[config.mk]
export PLATFORM = sky130hd
export DESIGN_NAME = lp_esc_clock_recovery_rx_flat
export DESIGN_NICKNAME = d
export VERILOG_FILES = /design/src/rtl/lp_esc_clock_recovery_rx_if.sv /design/src/rtl/lp_esc_clock_recovery_rx.sv /design/src/flat_wrapper.sv
export SDC_FILE = /design/constraint.sdc
export NUM_CORES = 1
export LEC_CHECK = 0
export ABC_AREA = 1
export BUFFER_PORTS_ARGS = -buffer_cell sky130_fd_sc_hd__buf_2
export CAP_MARGIN = 10
export CORE_UTILIZATION = 61
export CTS_BUF_LIST = sky130_fd_sc_hd__clkbuf_4 sky130_fd_sc_hd__clkbuf_8
export DETAILED_ROUTE_END_ITERATION = 8
export MAX_ROUTING_LAYER = met4
export PLACE_DENSITY = 0.82
export SLEW_MARGIN = 20
export SYNTH_ARGS = -nofsm -noshare
export SYNTH_HDL_FRONTEND = slang
export SYNTH_SLANG_ARGS = --single-unit
[constraint.sdc]
create_clock -name Clk -period 2.37 [get_ports Clk]
set_input_delay 0.474 -clock Clk [delete_from_list [all_inputs] [get_ports Clk]]
set_output_delay 0.474 -clock Clk [all_outputs]
set_load 0.02 [all_outputs]
[src/rtl/lp_esc_clock_recovery_rx_if.sv]
// Signal bundle between the LP pad comparators / escape command decoder and the
// LP escape-mode receive front end.
interface lp_esc_clock_recovery_rx_if;
    logic       En;
    logic       A;
    logic       C;
    logic       RxClkEsc;
    logic       RxBit;
    logic       RxBitValid;
    logic [7:0] RxByte;
    logic       RxByteValid;
    logic       StopDet;
    logic       ProtoErr;
    logic       PartialErr;
    logic       TimeoutErr;

    modport master (
        output En, A, C,
        input  RxClkEsc, RxBit, RxBitValid, RxByte, RxByteValid,
               StopDet, ProtoErr, PartialErr, TimeoutErr
    );

    modport slave (
        input  En, A, C,
        output RxClkEsc, RxBit, RxBitValid, RxByte, RxByteValid,
               StopDet, ProtoErr, PartialErr, TimeoutErr
    );
endinterface

[src/rtl/lp_esc_clock_recovery_rx.sv]
// LP escape-mode receive front end: synchronises and deglitches lines A/C, recovers the escape
// clock, decodes spaced-one-hot marks into LSB-first bytes and flags stop/protocol/timeout events.
module lp_esc_clock_recovery_rx #(
    parameter int SYNC_STAGES = 2,
    parameter int FILTER_LEN  = 3,
    parameter int TIMEOUT     = 255
) (
    input logic                       Clk,
    input logic                       Rst_n,
    lp_esc_clock_recovery_rx_if.slave lp
);

    localparam int TW = $clog2(TIMEOUT + 1);
    localparam int FW = (FILTER_LEN > 1) ? $clog2(FILTER_LEN) : 1;

    typedef enum logic [2:0] {
        IDLE   = 3'd0,
        STOP   = 3'd1,
        SPACE  = 3'd2,
        MARK_A = 3'd3,
        MARK_C = 3'd4
    } rxState_t;

    logic [1:0]             pin_s;
    logic [SYNC_STAGES-1:0] sync_r [2];
    logic [FW-1:0]          fltCnt_r [2];
    logic [1:0]             line_r;

    rxState_t state_r;
    rxState_t nextState_s;
    logic [1:0] markLine_s;

    logic       emit_s;
    logic       bitVal_s;
    logic       enterStop_s;
    logic       protoHit_s;

    logic [2:0]    bitCnt_r,      bitCntNxt_s;
    logic [7:0]    shift_r,       shiftNxt_s;
    logic [7:0]    rxByte_r,      rxByteNxt_s;
    logic          rxBit_r,       rxBitNxt_s;
    logic          rxBitValid_r,  rxBitValidNxt_s;
    logic          rxByteValid_r, rxByteValidNxt_s;
    logic          stopDet_r,     stopDetNxt_s;
    logic          protoErr_r,    protoErrNxt_s;
    logic          partialErr_r,  partialErrNxt_s;
    logic          timeoutErr_r,  timeoutErrNxt_s;
    logic [TW-1:0] toCnt_r,       toCntNxt_s;
    logic          rxClkEsc_r,    rxClkEscNxt_s;

    // Index 1 carries line A, index 0 line C, matching the {a_f, c_f} pair the FSM decodes.
    assign pin_s = {lp.A, lp.C};

    // Synchroniser chain and run-length deglitch filter for both LP lines.
    always_ff @(posedge Clk or negedge Rst_n) begin
        if (!Rst_n) begin
            for (int i = 0; i < 2; i++) begin
                sync_r[i]   <= {SYNC_STAGES{1'b1}};
                fltCnt_r[i] <= {FW{1'b0}};
            end
            line_r <= 2'b11;
        end else if (!lp.En) begin
            for (int i = 0; i < 2; i++) begin
                sync_r[i]   <= {SYNC_STAGES{1'b1}};
                fltCnt_r[i] <= {FW{1'b0}};
            end
            line_r <= 2'b11;
        end else begin
            for (int i = 0; i < 2; i++) begin
                sync_r[i] <= {sync_r[i][SYNC_STAGES-2:0], pin_s[i]};
                if (sync_r[i][SYNC_STAGES-1] == line_r[i]) begin
                    fltCnt_r[i] <= {FW{1'b0}};
                end else if (fltCnt_r[i] == FW'(FILTER_LEN - 1)) begin
                    fltCnt_r[i] <= {FW{1'b0}};
                    line_r[i]   <= sync_r[i][SYNC_STAGES-1];
                end else begin
                    fltCnt_r[i] <= fltCnt_r[i] + FW'(1);
                end
            end
        end
    end

    // Line pair that keeps the current mark state alive; anything else is a transition.
    assign markLine_s = (state_r == MARK_A) ? 2'b10 : 2'b01;

    // Next-state decode on the filtered line pair; raises the bit/stop/protocol event flags.
    always_comb begin
        nextState_s = state_r;
        emit_s      = 1'b0;
        bitVal_s    = 1'b0;
        enterStop_s = 1'b0;
        protoHit_s  = 1'b0;
        if (!lp.En) begin
            nextState_s = IDLE;
        end else begin
            case (state_r)
                IDLE: begin
                    nextState_s = STOP;
                    enterStop_s = 1'b1;
                end
                STOP: begin
                    if (line_r == 2'b00) begin
                        nextState_s = SPACE;
                    end else begin
                        nextState_s = STOP;
                    end
                end
                SPACE: begin
                    case (line_r)
                        2'b10:   nextState_s = MARK_A;
                        2'b01:   nextState_s = MARK_C;
                        2'b11: begin
                            nextState_s = STOP;
                            enterStop_s = 1'b1;
                        end
                        default: nextState_s = SPACE;
                    endcase
                end
                MARK_A, MARK_C: begin
                    if (line_r == 2'b00) begin
                        nextState_s = SPACE;
                        emit_s      = 1'b1;
                        bitVal_s    = (state_r == MARK_A);
                    end else if (line_r == 2'b11) begin
                        nextState_s = STOP;
                        enterStop_s = 1'b1;
                    end else if (line_r == markLine_s) begin
                        nextState_s = state_r;
                    end else begin
                        // Jumping straight to the other mark skips the space: protocol error.
                        protoHit_s  = 1'b1;
                        nextState_s = (line_r == 2'b10) ? MARK_A : MARK_C;
                    end
                end
                default: nextState_s = IDLE;
            endcase
        end
    end

    // Byte assembly, event strobes, space timeout and recovered clock for the next cycle.
    always_comb begin
        bitCntNxt_s      = bitCnt_r;
        shiftNxt_s       = shift_r;
        rxByteNxt_s      = rxByte_r;
        rxBitNxt_s       = rxBit_r;
        rxBitValidNxt_s  = 1'b0;
        rxByteValidNxt_s = 1'b0;
        stopDetNxt_s     = 1'b0;
        protoErrNxt_s    = 1'b0;
        partialErrNxt_s  = 1'b0;
        timeoutErrNxt_s  = timeoutErr_r;
        toCntNxt_s       = toCnt_r;
        rxClkEscNxt_s    = 1'b0;
        if (!lp.En) begin
            bitCntNxt_s     = 3'd0;
            shiftNxt_s      = 8'h00;
            rxByteNxt_s     = 8'h00;
            rxBitNxt_s      = 1'b0;
            timeoutErrNxt_s = 1'b0;
            toCntNxt_s      = {TW{1'b0}};
        end else begin
            if (protoHit_s) begin
                bitCntNxt_s   = 3'd0;
                shiftNxt_s    = 8'h00;
                protoErrNxt_s = 1'b1;
            end else if (emit_s) begin
                shiftNxt_s[bitCnt_r] = bitVal_s;
                rxBitNxt_s           = bitVal_s;
                rxBitValidNxt_s      = 1'b1;
                bitCntNxt_s          = bitCnt_r + 3'd1;
                if (bitCnt_r == 3'd7) begin
                    rxByteNxt_s      = shiftNxt_s;
                    rxByteValidNxt_s = 1'b1;
                end else begin
                    rxByteNxt_s      = rxByte_r;
                end
            end else if (enterStop_s) begin
                stopDetNxt_s    = 1'b1;
                partialErrNxt_s = (bitCnt_r != 3'd0);
                bitCntNxt_s     = 3'd0;
                shiftNxt_s      = 8'h00;
            end else begin
                bitCntNxt_s = bitCnt_r;
            end

            if (state_r == SPACE) begin
                if (toCnt_r != TW'(TIMEOUT)) begin
                    toCntNxt_s = toCnt_r + TW'(1);
                end else begin
                    toCntNxt_s = toCnt_r;
                end
                if (toCnt_r == TW'(TIMEOUT - 1)) begin
                    timeoutErrNxt_s = 1'b1;
                end else begin
                    timeoutErrNxt_s = timeoutErr_r;
                end
            end else begin
                toCntNxt_s = {TW{1'b0}};
            end

            // En low is the only path into IDLE, and that branch already holds the clock at 0.
            rxClkEscNxt_s = line_r[1] ^ line_r[0];
        end
    end

    // State and output registers.
    always_ff @(posedge Clk or negedge Rst_n) begin
        if (!Rst_n) begin
            state_r       <= IDLE;
            bitCnt_r      <= 3'd0;
            shift_r       <= 8'h00;
            rxByte_r      <= 8'h00;
            rxBit_r       <= 1'b0;
            rxBitValid_r  <= 1'b0;
            rxByteValid_r <= 1'b0;
            stopDet_r     <= 1'b0;
            protoErr_r    <= 1'b0;
            partialErr_r  <= 1'b0;
            timeoutErr_r  <= 1'b0;
            toCnt_r       <= {TW{1'b0}};
            rxClkEsc_r    <= 1'b0;
        end else begin
            state_r       <= nextState_s;
            bitCnt_r      <= bitCntNxt_s;
            shift_r       <= shiftNxt_s;
            rxByte_r      <= rxByteNxt_s;
            rxBit_r       <= rxBitNxt_s;
            rxBitValid_r  <= rxBitValidNxt_s;
            rxByteValid_r <= rxByteValidNxt_s;
            stopDet_r     <= stopDetNxt_s;
            protoErr_r    <= protoErrNxt_s;
            partialErr_r  <= partialErrNxt_s;
            timeoutErr_r  <= timeoutErrNxt_s;
            toCnt_r       <= toCntNxt_s;
            rxClkEsc_r    <= rxClkEscNxt_s;
        end
    end

    assign lp.RxClkEsc    = rxClkEsc_r;
    assign lp.RxBit       = rxBit_r;
    assign lp.RxBitValid  = rxBitValid_r;
    assign lp.RxByte      = rxByte_r;
    assign lp.RxByteValid = rxByteValid_r;
    assign lp.StopDet     = stopDet_r;
    assign lp.ProtoErr    = protoErr_r;
    assign lp.PartialErr  = partialErr_r;
    assign lp.TimeoutErr  = timeoutErr_r;

endmodule

[src/flat_wrapper.sv]
// flat-port wrapper written by rule: the top's interface ports become plain ports
module lp_esc_clock_recovery_rx_flat 
#(
    parameter int SYNC_STAGES = 2,
    parameter int FILTER_LEN  = 3,
    parameter int TIMEOUT     = 255
)
  (Clk, Rst_n, lp_En, lp_A, lp_C, lp_RxClkEsc, lp_RxBit, lp_RxBitValid, lp_RxByte, lp_RxByteValid, lp_StopDet, lp_ProtoErr, lp_PartialErr, lp_TimeoutErr);
  lp_esc_clock_recovery_rx_if lp_i ();
  input logic Clk;
  input logic Rst_n;
  input wire logic [$bits(lp_i.En)-1:0] lp_En;
  input wire logic [$bits(lp_i.A)-1:0] lp_A;
  input wire logic [$bits(lp_i.C)-1:0] lp_C;
  output wire logic [$bits(lp_i.RxClkEsc)-1:0] lp_RxClkEsc;
  output wire logic [$bits(lp_i.RxBit)-1:0] lp_RxBit;
  output wire logic [$bits(lp_i.RxBitValid)-1:0] lp_RxBitValid;
  output wire logic [$bits(lp_i.RxByte)-1:0] lp_RxByte;
  output wire logic [$bits(lp_i.RxByteValid)-1:0] lp_RxByteValid;
  output wire logic [$bits(lp_i.StopDet)-1:0] lp_StopDet;
  output wire logic [$bits(lp_i.ProtoErr)-1:0] lp_ProtoErr;
  output wire logic [$bits(lp_i.PartialErr)-1:0] lp_PartialErr;
  output wire logic [$bits(lp_i.TimeoutErr)-1:0] lp_TimeoutErr;
  assign lp_i.En = lp_En;
  assign lp_i.A = lp_A;
  assign lp_i.C = lp_C;
  assign lp_RxClkEsc = lp_i.RxClkEsc;
  assign lp_RxBit = lp_i.RxBit;
  assign lp_RxBitValid = lp_i.RxBitValid;
  assign lp_RxByte = lp_i.RxByte;
  assign lp_RxByteValid = lp_i.RxByteValid;
  assign lp_StopDet = lp_i.StopDet;
  assign lp_ProtoErr = lp_i.ProtoErr;
  assign lp_PartialErr = lp_i.PartialErr;
  assign lp_TimeoutErr = lp_i.TimeoutErr;
  lp_esc_clock_recovery_rx #(.SYNC_STAGES(SYNC_STAGES), .FILTER_LEN(FILTER_LEN), .TIMEOUT(TIMEOUT)) u_core (.Clk(Clk), .Rst_n(Rst_n), .lp(lp_i));
endmodule
* Word level (Yosys, flattened, before mapping)
Cells that the tools add are included.
** Word-level totals
- Flip-flop bits (word level) :: 48
- Input bits :: 5
- Output and inout port bits :: 16
- Word-level logic and storage cells :: 140
** Operators by class
- $add $sub $neg :: 4
- Magnitude comparators :: 2
- Eq/ne operators :: 27
- Muxes and demuxes :: 77
- Bitwise operators :: 1
- Reduce and logical (&&, ||, !) cells :: 10
** Operators by type and width (number)
- 2-to-1 mux 8 bit :: 11
- 2-to-1 mux 1 bit :: 43
- 2-to-1 mux 3 bit :: 9
- 2-to-1 mux 2 bit :: 7
- != test 2 x 1 -> 1 bit (second input constant) :: 6
- case mux 3 bit (4 select lines) :: 1
- case mux 3 bit (3 select lines) :: 1
- adder 8 x 1 -> 8 bit (second input constant) :: 1
- bitwise mux 8 bit :: 1
- equality test 2 bit (second input constant) :: 4
- equality test 8 bit (second input constant) :: 1
- 2-to-1 mux 4 bit :: 2
- != test 8 bit (second input constant) :: 1
- AND reduction 2 bit :: 4
- equality test 3 x 2 -> 1 bit (second input constant) :: 2
- equality test 3 bit (second input constant) :: 2
- != test 2 bit (second input constant) :: 3
- != test 5 x 3 -> 1 bit (second input constant) :: 1
- adder 2 x 1 -> 2 bit (second input constant) :: 2
- less-than comparator 3 x 4 -> 1 bit (second input constant) :: 1
- != test 4 x 1 -> 1 bit (second input constant) :: 1
- adder 3 x 1 -> 3 bit (second input constant) :: 1
- demux 1 bit (select 3 bit) :: 1
- equality test 3 x 1 -> 1 bit (second input constant) :: 1
- 13 further kinds :: 14

* Longest topological paths before layout
Gate-level depths: netlist of run 1.
- Depth in word-level cells :: 10
- Gate-level depth with buffers :: 10
- Gate-level depth less buffers :: 8

* Worst setup path before layout of run 1
Ideal clock, no wire load.
- Path type :: register to register
- Start point :: register u_core.line_r[0]
- End point :: register u_core.partialErr_r, in the netlist u_core.lp.PartialErr
- Arrival :: 1.656 ns
- Data required time :: 2.307 ns
- Setup slack :: 0.652 ns
- Stages on the path, launching flop included :: 9
- Buffers on the path :: 2
- Clock period less this slack :: 1.718 ns
- Cells stage by stage :: dfstp_2 inv_1 ha_1 buf_2 or2_0 nand2_2 buf_4 nand4_1 inv_2
** On the way
- Word-level cells in the longest chain between the ends :: 9
** Ends and longest elaborated chain
- start, declared :: RTL line lp_esc_clock_recovery_rx.sv:27 : logic [1:0] line_r;
- start signal, assigned by index :: RTL line lp_esc_clock_recovery_rx.sv:75 : line_r[i] <= sync_r[i][SYNC_STAGES-1];
- equality test 2 bit :: RTL line lp_esc_clock_recovery_rx.sv:109, lp_esc_clock_recovery_rx.sv:124
- 2-to-1 mux 1 bit :: RTL line lp_esc_clock_recovery_rx.sv:109, lp_esc_clock_recovery_rx.sv:124
- 2-to-1 mux 1 bit :: RTL line lp_esc_clock_recovery_rx.sv:120 : if (line_r == 2'b00) begin
- case mux 1 bit (3 select lines) :: RTL line lp_esc_clock_recovery_rx.sv:96 : case (state_r)
- 2-to-1 mux 1 bit :: RTL line lp_esc_clock_recovery_rx.sv:93 : if (!lp.En) begin
- 2-to-1 mux 1 bit :: RTL line lp_esc_clock_recovery_rx.sv:177 : end else if (enterStop_s) begin
- 2-to-1 mux 1 bit :: RTL line lp_esc_clock_recovery_rx.sv:166 : end else if (emit_s) begin
- 2-to-1 mux 1 bit * :: RTL line lp_esc_clock_recovery_rx.sv:162 : if (protoHit_s) begin
- 2-to-1 mux 1 bit * :: RTL line lp_esc_clock_recovery_rx.sv:154 : if (!lp.En) begin
- via u_core.partialErrNxt_s :: RTL line lp_esc_clock_recovery_rx.sv:46 : logic partialErr_r, partialErrNxt_s;
- end signal, assigned :: RTL line lp_esc_clock_recovery_rx.sv:232 : partialErr_r <= partialErrNxt_s;
- end, declared :: RTL line lp_esc_clock_recovery_rx.sv:46
Mark *: on every way through the listed nets, which the timed path passes. The rest lies on a longest branch.
A chain may end at the register's enable or synchronous reset.

* Worst setup path in the final report of run 1
- Start point :: register u_core.line_r[0]
- End point :: register u_core.shift_r[6]
** On the way
- Word-level cells in the longest chain between the ends :: 8
** Ends and longest elaborated chain
- equality test 2 bit / zero test 2 bit (equally long branches) :: RTL line lp_esc_clock_recovery_rx.sv:127, lp_esc_clock_recovery_rx.sv:120
- 2-to-1 mux 1 bit (on tied branches) :: RTL line lp_esc_clock_recovery_rx.sv:127, lp_esc_clock_recovery_rx.sv:120
- 2-to-1 mux 1 bit (on tied branches) :: RTL line lp_esc_clock_recovery_rx.sv:124, lp_esc_clock_recovery_rx.sv:96
- 2-to-1 mux 1 bit (on tied branches) :: RTL line lp_esc_clock_recovery_rx.sv:120, lp_esc_clock_recovery_rx.sv:93
- 2-to-1 mux 1 bit / bitwise mux 8 bit (equally long branches) :: RTL line lp_esc_clock_recovery_rx.sv:96, lp_esc_clock_recovery_rx.sv:167
- 2-to-1 mux 1 bit / 2-to-1 mux 8 bit (equally long branches) :: RTL line lp_esc_clock_recovery_rx.sv:93, lp_esc_clock_recovery_rx.sv:166
- 2-to-1 mux 8 bit :: RTL line lp_esc_clock_recovery_rx.sv:162
- 2-to-1 mux 8 bit :: RTL line lp_esc_clock_recovery_rx.sv:154
- end signal, assigned :: RTL line lp_esc_clock_recovery_rx.sv:225 : shift_r <= shiftNxt_s;
- end, declared :: RTL line lp_esc_clock_recovery_rx.sv:39 : logic [7:0] shift_r, shiftNxt_s;
Parallel ways exist; a longest one is shown, timed or not.

==> impl_metrics.json, run 1 <==
{
  "leakage_uw": 0.00142,
  "post_dp_cell_area_sq_um": 2600,
  "fin_tns_setup_ps": 0,
  "coreArea_sq_um": 3770,
  "synth_most_common_cell": "nand2_1",
  "clkSinkCount": 48,
  "tightestPinTransition_ps": 539,
  "ys_warn_count": 0,
  "ir_drop_v": 0.000466,
  "insertion_delay_ps": 300,
  "hold_violations": 0,
  "drive_gt1_frac": 0.185,
  "cts_buffers": 5,
  "rows": 22,
  "grt_pass1_vias": 1794,
  "die_x_um": 65.8,
  "grt_overflow_total": 0,
  "cts_setup_buffers": 0,
  "rsz0062_at_grt": "false",
  "cts_hold_buf": 0,
  "clk_pin_slew_ps": 90,
  "reg2reg_slack_ps": 480,
  "endpoint_kind": "flip-flop",
  "drc_errors": 0,
  "first_iter_violations": 167,
  "slew_violations": 0,
  "viasPerCell": 5.58,
  "vias": 2013,
  "drtPass1Iterations": 5,
  "r2r-end": "u_core.shift_r[6]",
  "io_buffers": 20,
  "synthArstFlopShare": 1.00,
  "finalSetupViolCount": 0,
  "timing.final.crit_share": 0.795,
  "grt_max_degree": 22,
  "yosys.area.top_type": "dfrtp_1",
  "h-tree-depth": 2,
  "start_util": 0.658,
  "synth.area.top_cells": "dfrtp_1, nand2_1, dfstp_2",
  "power_uw": 1380,
  "drv_cap": 0,
  "syn-instance-count": 292,
  "hold_path_class": "input port to asynchronous set/reset pin",
  "worstSetupPathType": "flip-flop to flip-flop",
  "synth-seq-cells": 48,
  "whs_ps": 101,
  "gp_congestion": 0.905,
  "fmax_mhz": 530,
  "cts_buffer_depth": 2,
  "antenna_found_initial": 0,
  "slew_headroom": 0.641,
  "power_density_nw_per_um2": 510,
  "status": "finished clean",
  "grt_use_total": 0.265,
  "arrival_ps": 2130,
  "synth.top_cell.area_share": 0.424,
  "grt_first_pass_wirelength_um": 8330,
  "root_buffer": "clkbuf_8",
  "wire_per_inst_um": 13.5,
  "area_growth_pct": 8.73,
  "io_pins": 21,
  "ff2ff_path_depth": 6,
  "cts_tree": "built",
  "skew_ps": 4.65,
  "syn_avg_cell_area_sq_um": 8.49,
  "finalInstanceArea_sq_um": 2700,
  "drtAntennaViolNets": 0,
  "required_ps": 2610,
  "r2r-start": "u_core.line_r[0]",
  "nNetsFinal": 328,
  "place_hpwl_um": 3440,
  "synth_flop_cell": "dfrtp_1",
  "cts-resized-gates": 0,
  "yosysSeqAreaShare": 0.487,
  "die_area_sq_um": 4320,
  "synth_commonest_cells": "nand2_1, dfrtp_1, nand3_1",
  "fp.dieH_um": 65.8,
  "synth_edf_count": 0,
  "nFillCells": 297,
  "multi_input_comb_area_sq_um": 1130,
  "final-seq-area_sq_um": 1210,
  "insertedDiodeCount": 0,
  "syn_nets": 308,
  "path_max_fanout": 14,
  "netlist_area_sq_um": 2480,
  "start_kind": "flip-flop",
  "min_period_ps": 1890,
  "wl_um": 4870,
  "synthDistinctLibCells": 33
}
==> cells in the final DEF, fill, tap and decap left out, types with 2 or more instances in the layout <==
cell type	netlist	final
nor3_1	5	5
nor4_1	4	4
inv_2	6	6
dfstp_2	6	6
clkbuf_8	0	5
nor2_1	21	21
nand2_2	3	3
nand2_1	82	82
o21ai_0	10	10
nand3_1	26	26
xnor2_1	2	2
ha_1	11	11
o21ai_1	5	5
a21oi_1	8	8
buf_2	2	20
or2_2	5	5
a311o_1	2	2
dfrtp_1	42	42
inv_1	17	17
nand4_1	16	16
clkinvlp_4	0	2
nor2_2	2	2
buf_4	2	2
==> metrics by stage <==
stage	util	instances	worst slack, ps
2_1_floorplan	-	292	652
3_3_place_gp	0.690	353	582
3_5_place_dp	0.690	353	530
4_1_cts	0.715	361	470
5_1_grt	0.715	361	300
6_report	0.715	361	485
==> how the worst max path moves through the flow <==
| stage | slack, ps | start | cells after the start | endpoint |
|---|---|---|---|---|
| final | 480 | u_core.line_r[0] | 6 | u_core.shift_r[6] |
| after global routing | 300 | u_core.line_r[0] | 8 | u_core.shift_r[3] |
| after CTS | 470 | u_core.line_r[0] | 6 | u_core.shift_r[6] |
| after detailed placement | 530 | u_core.line_r[0] | 8 | u_core.lp.RxByte[2] |
| after global placement | 580 | u_core.line_r[1] | 6 | u_core.bitCnt_r[2] |
| after floorplan | 650 | u_core.line_r[0] | 8 | u_core.lp.PartialErr |
==> power by group <==
group	switching (uW)	total (uW)	internal, uW
clock	281	490	209
combinational	40.6	54.1	13.5
sequential	4.56	832	827
==> logic make-up after synthesis <==
kind of cell / synth area share
buffers and inverters: 0.0555
AO/OA/AOI/OAI: 0.0666
flip-flops: 0.487
XOR/XNOR: 0.00706
AND/OR/NAND/NOR: 0.328
adder cells (fa/ha/maj): 0.0555
==> metal layers <==
| layer | global-route usage | share of wire | up-vias |
|---|---|---|---|
| li1 | - | - | 1004 |
| met1 | 0.350 | 0.46 | 947 |
| met2 | 0.403 | 0.47 | 51 |
| met3 | 0.0573 | 0.043 | 11 |
| met4 | 0.0897 | 0.021 | 0 |
| met5 | - | 0 | - |
==> cell type report <==
type                    instances  area share
well taps                      48      0.0223
clock inverters                 3     0.00882
multi-input cells             212       0.420
repair buffers                 22      0.0427
flip-flops and latches         48       0.448
inverters                      23      0.0320
clock buffers                   5      0.0255
==> state kept, by name, summed over array words and instances, names as in the netlist, 2 cells and up <==
signal,count
u_core.sync_r,4
u_core.toCnt_r,8
u_core.line_r,2
u_core.fltCnt_r,4
u_core.bitCnt_r,3
u_core.lp.RxByte,8
u_core.shift_r,8
u_core.state_r,3
==> critical path, cell delays in order, from the launching register on <==
cell and delay [ps]:
dfstp_2 590, inv_1 130, ha_1 350, or2_0 280, nand2_2 220, nand4_1 150
nand2_1 100
Power figures use the tool's default switching activity.
==> inputs of run 2 (changes only) <==
Settings changed: ABC_AREA 1 to 0, CORE_UTILIZATION 61 to 62, PLACE_DENSITY 0.82 to 0.83.
Clock period 2.37 ns to 1.8 ns, I/O delays scaled along.
==> impl_metrics.json, run 2 <==
{
  "area_growth_pct": 16.5,
  "wire_per_inst_um": 16.2,
  "ir_drop_v": 0.000560,
  "io_pins": 21,
  "arrival_ps": 1980,
  "power_density_nw_per_um2": 637,
  "startpoint": "u_core.line_r[0]",
  "timing.final.crit_share": 0.976,
  "synthDistinctLibCells": 50,
  "cts_tree": "built",
  "synthArstFlopShare": 1.00,
  "r2r-start": "u_core.line_r[0]",
  "fin_tns_setup_ps": 0,
  "slew_violations": 0,
  "start_kind": "flip-flop",
  "utilization": 0.772,
  "grtUsageMet3": 0.0521,
  "drive_gt1_frac": 0.280,
  "synth-seq-cells": 48,
  "yosysSeqAreaShare": 0.483,
  "rows": 22,
  "nFillCells": 272,
  "gp_congestion": 0.963,
  "layout_commonest_cell": "dfrtp_1",
  "synth_commonest_cells": "dfrtp_1, nand2_1, o22ai_1",
  "endpoint_kind": "flip-flop",
  "vias": 2028,
  "drtAntennaViolNets": 0,
  "min_period_ps": 1760,
  "reg2reg_slack_ps": 40,
  "tightestPinTransition_ps": 479,
  "final_cell_mix": "dfrtp_1, nand2_1, buf_2",
  "cts_buffer_depth": 2,
  "grt_first_pass_wirelength_um": 8840,
  "viasPerCell": 6.15,
  "ff2ff_path_depth": 7,
  "grt-busiest-layer": "met2",
  "whs_ps": 1.81,
  "insertedDiodeCount": 0,
  "slew_headroom": 0.681,
  "drc_errors": 0,
  "synth.area.top_cells": "dfrtp_1, dfstp_2, nand2_1",
  "hold_violations": 0,
  "worstSetupPathType": "flip-flop to flip-flop",
  "syn-instance-count": 249,
  "antenna_found_initial": 0,
  "root_buffer": "clkbuf_8",
  "met2_usage": 0.452,
  "die_x_um": 65.5,
  "h-tree-depth": 2,
  "io_buffers": 20,
  "die_area_sq_um": 4290,
  "wl_um": 5340,
  "clk_pin_slew_ps": 90,
  "ys_warn_count": 0,
  "synth_edf_count": 0,
  "required_ps": 2020,
  "drtPass1Iterations": 5,
  "multi_input_comb_area_sq_um": 1220,
  "grt_use_total": 0.284,
  "skew_ps": 5.79,
  "final-seq-area_sq_um": 1210,
  "leakage_uw": 0.00134,
  "syn_nets": 265,
  "finalSetupViolCount": 0,
  "nNetsFinal": 297,
  "start_util": 0.663,
  "yosys.area.top_type": "dfrtp_1",
  "netlist_area_sq_um": 2500,
  "synth.top_cell.area_share": 0.420,
  "r2r-end": "u_core.bitCnt_r[2]",
  "insertion_delay_ps": 300,
  "clkSinkCount": 48,
  "cts_hold_buf": 0,
  "fp.dieH_um": 65.5,
  "grt_pass1_vias": 1932,
  "synth_most_common_cell": "dfrtp_1",
  "rsz0062_at_grt": "true",
  "first_iter_violations": 178,
  "synth_flop_cell": "dfrtp_1",
  "cts_buffers": 5,
  "coreArea_sq_um": 3770,
  "grt_overflow_total": 0,
  "crit_end": "u_core.bitCnt_r[2]",
  "use_met1": 0.360,
  "place_hpwl_um": 3530,
  "hold_path_class": "input port to asynchronous set/reset pin",
  "path_max_fanout": 7,
  "status": "finished clean",
  "fmax_mhz": 569,
  "drv_cap": 0,
  "grt_max_degree": 48,
  "syn_avg_cell_area_sq_um": 10.0
}
[run 2: cell count changes in the layout (fill, tap and decap cells not counted), sizes merged, moves of 4 or more]
cell	delta
nand2	-46
nand3	-19
buf	+18
inv	-15
nor2	-15
o22ai	+14
nand2b	+9
nand4	-8
mux2i	+6
a31oi	+5
a21oi	-4
nor4	-4
nor4b	+4
[run 2: cell type report]
| cell class | count | area share |
|---|---|---|
| clock buffer | 7 | 0.0309 |
| clock inverter | 1 | 0.00258 |
| inverter | 8 | 0.0138 |
| multi-input combinational | 177 | 0.421 |
| sequential | 48 | 0.415 |
| tap | 48 | 0.0206 |
| timing repair buffer | 41 | 0.0963 |
[run 2: metal layers]
| layer | up-vias | part of all wire |
|---|---|---|
| met2 | 72 | 0.49 |
| met4 | 0 | 0.023 |
| met1 | 979 | 0.44 |
| met3 | 15 | 0.040 |
| li1 | 962 | - |
| met5 | - | 0 |
[run 2: cells by family after synthesis]
family	share of synthesized area
and+or+nand+nor	0.216
buffers and inverters	0.0475
xor gates and xnor gates	0.0140
AOI/OAI and AO/OA	0.156
DFF	0.483
muxes	0.0240
adders and majority gates	0.0591
[run 2: what timing repair did]
item | in CTS | in global routing
pin swaps | 0 | 2
endpoints found under the setup margin | 16 | 21
resized for setup | 2 | 7
setup buffers | 1 | 5
endpoints found under the hold margin | 0 | 0
[run 2: critical path, cell delays in order (launching register included)]
cell and delay, ps:
dfstp_2 630, inv_8 60, ha_4 190, nand2b_1 180, a21oi_2 180, o21ai_2 90
buf_4 170, o21ai_0 170
[run 2: stage by stage]
stage          setup slack (ps)  area (sq um)  total power [uW]  cells
2_1_floorplan             -18.2          2540              1150    249
3_3_place_gp               15.2          2740              1190    316
3_5_place_dp              -57.4          2740              1190    316
4_1_cts                    20.3          2850              1870    325
5_1_grt                   -57.0          2910              1930    330
6_report                   42.4          2910              1850    330
[run 2: power breakdown]
group | internal (uW) | switching [uW] | total, uW
logic | 24.9 | 54.9 | 79.7
clock network | 328 | 354 | 682
registers | 1090 | 3.80 | 1090
total | 1440 | 413 | 1850
[run 2: how the worst min path moves through the flow]
stage / from / to / depth (start not counted)
6_report: Rst_n / u_core.lp.RxByte[0] / 1
5_1_grt: Rst_n / u_core.lp.RxByte[0] / 1
4_1_cts: Rst_n / u_core.lp.RxByte[0] / 1
3_5_place_dp: Rst_n / u_core.lp.PartialErr / 1
3_3_place_gp: Rst_n / u_core.lp.ProtoErr / 1
2_1_floorplan: Rst_n / u_core.bitCnt_r[0] / 0
